--- src/rtl/sf3_flash_cmd_sequencer.sv ---
`default_nettype none
//==============================================================================
// Module   : sf3_flash_cmd_sequencer
// Purpose  : Turns one high-level N25Q flash command (RDID, READ, PP, SSE) into
//            the sequence of single-SPI transactions on the SF3 driver: loads
//            the TX FIFO and lengths, starts the driver, drains the RX FIFO,
//            and for program/erase issues WREN first and polls RDSR until WIP=0.
// Ports    : i_clk/i_arstn        clock, async active-low reset
//            i_cmd_*/o_cmd_*      command handshake, completion and error
//            i_wr_*/o_wr_ready    page-program payload stream
//            o_rd_data/o_rd_valid read-back byte stream (ID or page data)
//            o_go_stand/i_spi_idle, o_tx_len/o_wait_cyc/o_rx_len
//                                 driver transaction control
//            o_tx_*/i_tx_ready    driver TX FIFO write side
//            i_rx_*/o_rx_dequeue  driver RX FIFO read side
// Revision : 1.0 - initial release
//==============================================================================
module sf3_flash_cmd_sequencer #(
    parameter int PARM_POLL_GAP = 2000,
    parameter int PARM_POLL_MAX = 4096
) (
    input  logic        i_clk,
    input  logic        i_arstn,
    input  logic        i_cmd_valid,
    output logic        o_cmd_ready,
    input  logic [1:0]  i_cmd_op,
    input  logic [23:0] i_cmd_addr,
    input  logic [7:0]  i_wr_data,
    input  logic        i_wr_valid,
    output logic        o_wr_ready,
    output logic [7:0]  o_rd_data,
    output logic        o_rd_valid,
    output logic        o_cmd_done,
    output logic        o_cmd_err,
    output logic        o_go_stand,
    input  logic        i_spi_idle,
    output logic [10:0] o_tx_len,
    output logic [8:0]  o_wait_cyc,
    output logic [10:0] o_rx_len,
    output logic [7:0]  o_tx_data,
    output logic        o_tx_enqueue,
    input  logic        i_tx_ready,
    input  logic [7:0]  i_rx_data,
    input  logic        i_rx_avail,
    output logic        o_rx_dequeue
);

    localparam logic [1:0] c_OP_RDID = 2'b00;
    localparam logic [1:0] c_OP_READ = 2'b01;
    localparam logic [1:0] c_OP_PP   = 2'b10;
    localparam logic [1:0] c_OP_SSE  = 2'b11;

    localparam int c_POLL_W = (PARM_POLL_MAX < 2) ? 1 : $clog2(PARM_POLL_MAX + 1);
    localparam int c_GAP_W  = (PARM_POLL_GAP < 2) ? 1 : $clog2(PARM_POLL_GAP + 1);

    localparam logic [c_POLL_W-1:0] c_POLL_MAX = c_POLL_W'(PARM_POLL_MAX);
    localparam logic [c_GAP_W-1:0]  c_GAP_LAST =
        c_GAP_W'((PARM_POLL_GAP > 0) ? PARM_POLL_GAP - 1 : 0);

    // Index of the last PP byte (4 header bytes + 256 payload bytes).
    localparam logic [8:0] c_PP_LAST = 9'd259;

    typedef enum logic [3:0] {
        S_IDLE     = 4'd0,
        S_WREN_LD  = 4'd1,
        S_WREN_GO  = 4'd2,
        S_WREN_WT  = 4'd3,
        S_CMD_LD   = 4'd4,
        S_DAT_LD   = 4'd5,
        S_CMD_GO   = 4'd6,
        S_CMD_WT   = 4'd7,
        S_POLL_GAP = 4'd8,
        S_POLL_LD  = 4'd9,
        S_POLL_GO  = 4'd10,
        S_POLL_WT  = 4'd11,
        S_DONE     = 4'd12
    } state_t;

    state_t                r_state_q,   w_state_d;
    logic [1:0]            r_op_q,      w_op_d;
    logic [23:0]           r_addr_q,    w_addr_d;
    logic [8:0]            r_idx_q,     w_idx_d;
    logic [1:0]            r_wt_q,      w_wt_d;
    logic [c_GAP_W-1:0]    r_gap_q,     w_gap_d;
    logic [c_POLL_W-1:0]   r_poll_q,    w_poll_d;
    logic                  r_stat_q,    w_stat_d;
    logic                  r_err_q,     w_err_d;
    logic [10:0]           r_tx_len_q,  w_tx_len_d;
    logic [10:0]           r_rx_len_q,  w_rx_len_d;
    logic [7:0]            r_rd_data_q, w_rd_data_d;
    logic                  r_rd_valid_q, w_rd_valid_d;

    logic                  w_rx_more;
    logic                  w_wt_ok;
    logic [c_POLL_W-1:0]   w_poll_inc;

    function automatic logic [10:0] f_tx_len(input logic [1:0] op);
        case (op)
            c_OP_RDID: f_tx_len = 11'd1;
            c_OP_READ: f_tx_len = 11'd4;
            c_OP_PP:   f_tx_len = 11'd260;
            default:   f_tx_len = 11'd4;
        endcase
    endfunction

    function automatic logic [10:0] f_rx_len(input logic [1:0] op);
        case (op)
            c_OP_RDID: f_rx_len = 11'd3;
            c_OP_READ: f_rx_len = 11'd256;
            default:   f_rx_len = 11'd0;
        endcase
    endfunction

    // Byte index doubles as the RX byte counter in the wait states.
    assign w_rx_more  = ({2'b00, r_idx_q} < r_rx_len_q);
    // The driver may not have dropped idle yet right after go; only trust
    // i_spi_idle once two cycles have passed in a wait state.
    assign w_wt_ok    = r_wt_q[1];
    assign w_poll_inc = (r_poll_q == c_POLL_MAX) ? r_poll_q : r_poll_q + 1'b1;

    always_comb begin
        w_state_d    = r_state_q;
        w_op_d       = r_op_q;
        w_addr_d     = r_addr_q;
        w_idx_d      = r_idx_q;
        w_wt_d       = r_wt_q;
        w_gap_d      = r_gap_q;
        w_poll_d     = r_poll_q;
        w_stat_d     = r_stat_q;
        w_err_d      = r_err_q;
        w_tx_len_d   = r_tx_len_q;
        w_rx_len_d   = r_rx_len_q;
        w_rd_data_d  = r_rd_data_q;
        w_rd_valid_d = 1'b0;
        o_tx_data    = 8'h00;
        o_tx_enqueue = 1'b0;
        o_go_stand   = 1'b0;
        o_rx_dequeue = 1'b0;
        o_wr_ready   = 1'b0;

        case (r_state_q)
            S_IDLE: begin
                if (i_cmd_valid) begin
                    w_op_d   = i_cmd_op;
                    w_addr_d = i_cmd_addr;
                    w_err_d  = 1'b0;
                    w_idx_d  = 9'd0;
                    w_poll_d = '0;
                    if (i_cmd_op[1]) begin
                        w_state_d  = S_WREN_LD;
                        w_tx_len_d = 11'd1;
                        w_rx_len_d = 11'd0;
                    end else begin
                        w_state_d  = S_CMD_LD;
                        w_tx_len_d = f_tx_len(i_cmd_op);
                        w_rx_len_d = f_rx_len(i_cmd_op);
                    end
                end
            end

            S_WREN_LD: begin
                o_tx_data = 8'h06;
                if (i_tx_ready) begin
                    o_tx_enqueue = 1'b1;
                    w_state_d    = S_WREN_GO;
                end
            end

            S_WREN_GO: begin
                if (i_spi_idle) begin
                    o_go_stand = 1'b1;
                    w_wt_d     = 2'd0;
                    w_state_d  = S_WREN_WT;
                end
            end

            S_WREN_WT: begin
                if (!w_wt_ok) begin
                    w_wt_d = r_wt_q + 2'd1;
                end else if (i_spi_idle) begin
                    w_state_d  = S_CMD_LD;
                    w_idx_d    = 9'd0;
                    w_tx_len_d = f_tx_len(r_op_q);
                    w_rx_len_d = f_rx_len(r_op_q);
                end
            end

            S_CMD_LD: begin
                case (r_idx_q[1:0])
                    2'd0: begin
                        case (r_op_q)
                            c_OP_RDID: o_tx_data = 8'h9F;
                            c_OP_READ: o_tx_data = 8'h03;
                            c_OP_PP:   o_tx_data = 8'h02;
                            default:   o_tx_data = 8'h20;
                        endcase
                    end
                    2'd1:    o_tx_data = r_addr_q[23:16];
                    2'd2:    o_tx_data = r_addr_q[15:8];
                    default: o_tx_data = r_addr_q[7:0];
                endcase
                if (i_tx_ready) begin
                    o_tx_enqueue = 1'b1;
                    w_idx_d      = r_idx_q + 9'd1;
                    if ((r_op_q == c_OP_RDID) ? (r_idx_q == 9'd0) : (r_idx_q == 9'd3)) begin
                        w_state_d = (r_op_q == c_OP_PP) ? S_DAT_LD : S_CMD_GO;
                    end
                end
            end

            S_DAT_LD: begin
                // Payload bytes go straight through; the index continues from 4
                // so the page ends at a fixed count of 260 transmitted bytes.
                o_tx_data    = i_wr_data;
                o_wr_ready   = i_wr_valid & i_tx_ready;
                o_tx_enqueue = i_wr_valid & i_tx_ready;
                if (i_wr_valid && i_tx_ready) begin
                    w_idx_d = r_idx_q + 9'd1;
                    if (r_idx_q == c_PP_LAST) begin
                        w_state_d = S_CMD_GO;
                    end
                end
            end

            S_CMD_GO: begin
                if (i_spi_idle) begin
                    o_go_stand = 1'b1;
                    w_idx_d    = 9'd0;
                    w_wt_d     = 2'd0;
                    w_state_d  = S_CMD_WT;
                end
            end

            S_CMD_WT: begin
                if (!w_wt_ok) begin
                    w_wt_d = r_wt_q + 2'd1;
                end
                if (w_rx_more && i_rx_avail) begin
                    o_rx_dequeue = 1'b1;
                    w_idx_d      = r_idx_q + 9'd1;
                    w_rd_valid_d = 1'b1;
                    w_rd_data_d  = i_rx_data;
                end else if (!w_rx_more && w_wt_ok && i_spi_idle) begin
                    w_gap_d   = '0;
                    w_state_d = r_op_q[1] ? S_POLL_GAP : S_DONE;
                end
            end

            S_POLL_GAP: begin
                if (r_gap_q == c_GAP_LAST) begin
                    w_gap_d    = '0;
                    w_tx_len_d = 11'd1;
                    w_rx_len_d = 11'd1;
                    w_state_d  = S_POLL_LD;
                end else begin
                    w_gap_d = r_gap_q + 1'b1;
                end
            end

            S_POLL_LD: begin
                o_tx_data = 8'h05;
                if (i_tx_ready) begin
                    o_tx_enqueue = 1'b1;
                    w_state_d    = S_POLL_GO;
                end
            end

            S_POLL_GO: begin
                if (i_spi_idle) begin
                    o_go_stand = 1'b1;
                    w_idx_d    = 9'd0;
                    w_wt_d     = 2'd0;
                    w_state_d  = S_POLL_WT;
                end
            end

            S_POLL_WT: begin
                if (!w_wt_ok) begin
                    w_wt_d = r_wt_q + 2'd1;
                end
                if (w_rx_more && i_rx_avail) begin
                    o_rx_dequeue = 1'b1;
                    w_idx_d      = r_idx_q + 9'd1;
                    w_stat_d     = i_rx_data[0];
                end else if (!w_rx_more && w_wt_ok && i_spi_idle) begin
                    w_poll_d = w_poll_inc;
                    if (!r_stat_q) begin
                        w_err_d   = 1'b0;
                        w_state_d = S_DONE;
                    end else if (w_poll_inc < c_POLL_MAX) begin
                        w_state_d = S_POLL_GAP;
                    end else begin
                        w_err_d   = 1'b1;
                        w_state_d = S_DONE;
                    end
                end
            end

            S_DONE: begin
                w_state_d = S_IDLE;
            end

            default: begin
                w_state_d = S_IDLE;
            end
        endcase
    end

    always_ff @(posedge i_clk or negedge i_arstn) begin
        if (!i_arstn) begin
            r_state_q    <= S_IDLE;
            r_op_q       <= 2'b00;
            r_addr_q     <= 24'd0;
            r_idx_q      <= 9'd0;
            r_wt_q       <= 2'd0;
            r_gap_q      <= '0;
            r_poll_q     <= '0;
            r_stat_q     <= 1'b0;
            r_err_q      <= 1'b0;
            r_tx_len_q   <= 11'd0;
            r_rx_len_q   <= 11'd0;
            r_rd_data_q  <= 8'h00;
            r_rd_valid_q <= 1'b0;
        end else begin
            r_state_q    <= w_state_d;
            r_op_q       <= w_op_d;
            r_addr_q     <= w_addr_d;
            r_idx_q      <= w_idx_d;
            r_wt_q       <= w_wt_d;
            r_gap_q      <= w_gap_d;
            r_poll_q     <= w_poll_d;
            r_stat_q     <= w_stat_d;
            r_err_q      <= w_err_d;
            r_tx_len_q   <= w_tx_len_d;
            r_rx_len_q   <= w_rx_len_d;
            r_rd_data_q  <= w_rd_data_d;
            r_rd_valid_q <= w_rd_valid_d;
        end
    end

    assign o_cmd_ready = (r_state_q == S_IDLE);
    assign o_cmd_done  = (r_state_q == S_DONE);
    assign o_cmd_err   = r_err_q;
    assign o_rd_data   = r_rd_data_q;
    assign o_rd_valid  = r_rd_valid_q;
    assign o_tx_len    = r_tx_len_q;
    assign o_rx_len    = r_rx_len_q;
    assign o_wait_cyc  = 9'd0;

endmodule
`default_nettype wire
--- config.mk ---
export PLATFORM = sky130hd
export DESIGN_NAME = sf3_flash_cmd_sequencer
export DESIGN_NICKNAME = d
export VERILOG_FILES = /design/src/rtl/sf3_flash_cmd_sequencer.sv
export SDC_FILE = /design/constraint.sdc
export NUM_CORES = 1
export LEC_CHECK = 0
export CORE_UTILIZATION = 40
export CTS_CLUSTER_SIZE = 30
export DETAILED_ROUTE_END_ITERATION = 8
export GPL_TIMING_DRIVEN = 0
export HOLD_SLACK_MARGIN = 0.03
export PLACE_DENSITY_LB_ADDON = 0.05
export SYNTH_ARGS = -nofsm -noshare
export SYNTH_HDL_FRONTEND = slang
export SYNTH_SLANG_ARGS = --single-unit
export TNS_END_PERCENT = 100
--- constraint.sdc ---
create_clock -name i_clk -period 2.9 [get_ports i_clk]
set_input_delay 0.725 -clock i_clk [delete_from_list [all_inputs] [get_ports i_clk]]
set_output_delay 0.725 -clock i_clk [all_outputs]
set_load 0.02 [all_outputs]
==> results.json <==
{
  "outcome": "finished clean",
  "pre_cts_ws_ps": -845.2,
  "yosys-top-cells-area": "dfrtp_1 (41%), nand2_1 (8.3%), buf_4 (3.7%)",
  "cap_violations": 0,
  "p_total_mw": 6.114,
  "cts_made_buffers": 9,
  "first_iter_violations": 287,
  "dieWidth_um": 114.0,
  "max_freq_ghz": 0.3511,
  "rsz0062_at_grt": "true",
  "io_buffers": 78,
  "report.final.slew_viol_count": 0,
  "die_y_um": 114.0,
  "setup_viol_count_final": 0,
  "hold_violations": 0,
  "synth-seq-cells": 82,
  "ir_drop_mv": 0.3657,
  "diodes": 0,
  "crit_required_ps": 2170,
  "placed_area_um2": 6123,
  "fin_skew_ps": 4.592,
  "grt_pass1_wl_um": 23460,
  "grt_usage": 0.2357,
  "dieArea_um2": 12990,
  "yosysTopAreaCell": "dfrtp_1",
  "gp_congestion": 0.8828,
  "synth-xor-area-share": 0.003491,
  "grt_overflow": 0,
  "cts_tree": "done",
  "cts_root_buf": "clkbuf_16",
  "end_kind": "output pin",
  "synthAdderAreaFrac": 0.02494,
  "synthFlopType": "dfrtp_1",
  "slowest_stage": "dfrtp_1",
  "synth_simple_gate_area_share": 0.2307,
  "clkLatencyLatePin_ps": 350,
  "ys_seq_area_frac": 0.4090,
  "yosysMostFrequentCell": "nand2_1",
  "arrival_ps": 2120,
  "viasPerCell": 5.418,
  "clkTransAtPathRegs_ps": 60,
  "max_slew_margin": 0.3971,
  "leakagePower_nw": 3.044,
  "synthTopCellsByCount": "nand2_1 (111), dfrtp_1 (82), o21ai_0 (34), nor2_1 (28), buf_4 (25)",
  "wl_um": 14610,
  "synthMuxAreaShare": 0.04788,
  "tightest_slew_ps": 881.5,
  "synth_compound_area_frac": 0.2052,
  "io_pins": 104,
  "yosysWarnings": 0,
  "ctsHoldBuffers": 0,
  "syn_inst": 568,
  "clockBufferDepth": 2,
  "synth_top_area_frac": 0.4090,
  "worstSetupPathType": "reg2out",
  "power_density_nw_per_um2": 925.8,
  "worst_path_largest_cell_delay_ps": 380,
  "netlist_area_um2": 5017,
  "path_cells": "buf_2 -> nand2b_4 -> nor2_4 -> buf_4 -> o21ai_0 -> a21oi_1 -> a21o_1 -> clkdlybuf4s15_2",
  "grt_pass1_vias": 4554,
  "whs_ps": 366.5,
  "nets": 743,
  "drive_above_1_share": 0.1785,
  "cts.sinks": 82,
  "layout_min_cycle_time_ps": 2848,
  "antenna_found_initial": 0,
  "drtAntennaViolNets": 0,
  "crit_path_start_kind": "flip-flop",
  "fin_crit_sh": 0.9822,
  "dp_hpwl_um": 10470,
  "synth-edff-count": 0,
  "synth_top_family_by_area": "simple AND/OR/NAND/NOR gates",
  "final_area_um2": 6604,
  "routed-via-count": 4643,
  "synth_cell_types": 78,
  "layout_setup_ws_ps": 51.72,
  "core_um2": 12110,
  "start_util": 0.4143,
  "grt_max_degree": 43,
  "r2r_setup_slack_ps": 280,
  "area_delta_synth_final_pct": 31.62,
  "drc": 0,
  "h-tree-depth": 3,
  "fillers": 1157,
  "rows": 40,
  "syn_avg_cell_area_um2": 8.833,
  "hp-class": "in2async",
  "worstPathMaxFanout": 10,
  "firstDrtPassIters": 5,
  "async_flop_share": 1.000,
  "routedWlPerCell_um": 17.05
}
==> through the flow <==
stage	utilization	setup TNS (ps)	std cells
2_1_floorplan	-	0	592
3_3_place_gp	0.5035	-173220	838
3_5_place_dp	0.5056	-9781	839
4_1_cts	0.5413	-4.283	856
5_1_grt	0.5452	-20.47	857
6_report	0.5452	0	857
==> layout make-up <==
cell class | count | area (um^2) | share of cell area
clock buffer | 10 | 239.0 | 0.03619
inverter | 23 | 86.33 | 0.01307
clock inverter | 6 | 88.84 | 0.01345
buffer | 47 | 309.0 | 0.04680
tap | 168 | 210.2 | 0.03183
timing repair buffer | 86 | 837.1 | 0.1268
sequential | 82 | 2057 | 0.3115
multi-input combinational | 435 | 2776 | 0.4204
==> critical path, delay by kind of cell (launching register included) <==
kind	cells	cell delay [ps]
and+or+nand+nor	2	360
buffers and inverters	3	610
DFF	1	380
AOI/OAI and AO/OA	3	430
==> logic make-up (layout without fill, tap and decap cells) <==
group           Yosys count  after routing
flops                    82             82
fa+ha+maj                10             10
mux                      22             22
xor+xnor                  2              2
compound gates          141            141
other cells               1             25
simple gates            235            235
buf+inv                  75            172
==> final timing paths <==
kind,to,start,depth (start not counted)
max,o_tx_data[2],r_state_q[3]$_DFFE_PN0P_,8
min,r_idx_q[4]$_DFFE_PN0P_,i_arstn,1
max reg2reg,r_state_q[2]$_DFFE_PN0P_,r_gap_q[0]$_DFFE_PN0P_,6
min reg2reg,r_addr_q[6]$_DFFE_PN0P_,r_addr_q[6]$_DFFE_PN0P_,2
max in group asynchronous,r_state_q[0]$_DFFE_PN0P_,i_arstn,2
min in group i_clk,r_addr_q[6]$_DFFE_PN0P_,r_addr_q[6]$_DFFE_PN0P_,2
==> timing repair <==
| item | CTS | global route |
|---|---|---|
| setup endpoints to repair | 14 | 11 |
| pin swaps | 5 | 2 |
| buffers inserted | 4 | 3 |
| gates resized for setup | 65 | 18 |
==> metal layers <==
metal / up-vias / track usage / share of wire
li1: 2225 / - / -
met1: 2203 / 0.3224 / 0.46
met2: 185 / 0.3592 / 0.45
met3: 30 / 0.04888 / 0.059
met4: 0 / 0.1048 / 0.025
met5: - / 0 / 0
==> placed cells by master, fill, tap and decap left out, types with 6 or more instances in the layout <==
| cell | synthesis | final |
|---|---|---|
| a22oi_1 | 6 | 6 |
| nand2_1 | 111 | 110 |
| inv_1 | 23 | 23 |
| dfrtp_1 | 82 | 78 |
| conb_1 | 1 | 25 |
| clkdlybuf4s50_1 | 0 | 63 |
| mux2_2 | 14 | 14 |
| nor2b_1 | 11 | 10 |
| mux2i_1 | 6 | 6 |
| or4_1 | 7 | 7 |
| clkbuf_1 | 21 | 11 |
| a21oi_1 | 20 | 19 |
| o21ai_0 | 34 | 34 |
| nor2_1 | 28 | 24 |
| nand2b_1 | 9 | 7 |
| o211ai_1 | 8 | 8 |
| nor3_1 | 6 | 6 |
| buf_4 | 25 | 36 |
| dlygate4sd2_1 | 0 | 6 |
| clkbuf_16 | 0 | 9 |
| nand3_1 | 21 | 21 |
| o211a_1 | 7 | 7 |
| and3_1 | 9 | 9 |
==> report_power, final <==
group          switching, mW  total, mW  internal [mW]
clock                  0.496       1.28          0.779
sequential             0.364       1.92           1.55
combinational           1.64       2.92           1.28
==> flip-flops by register name, indices dropped and copies added, names as in the netlist <==
signal / count
r_addr_q: 24
r_poll_q: 13
r_gap_q: 11
r_idx_q: 9
o_rd_data: 8
r_state_q: 4
o_rx_len: 3
o_tx_len: 3
r_op_q: 2
r_wt_q: 2
o_cmd_err: 1
o_rd_valid: 1
r_stat_q: 1
(Power assumes the default switching activity.)
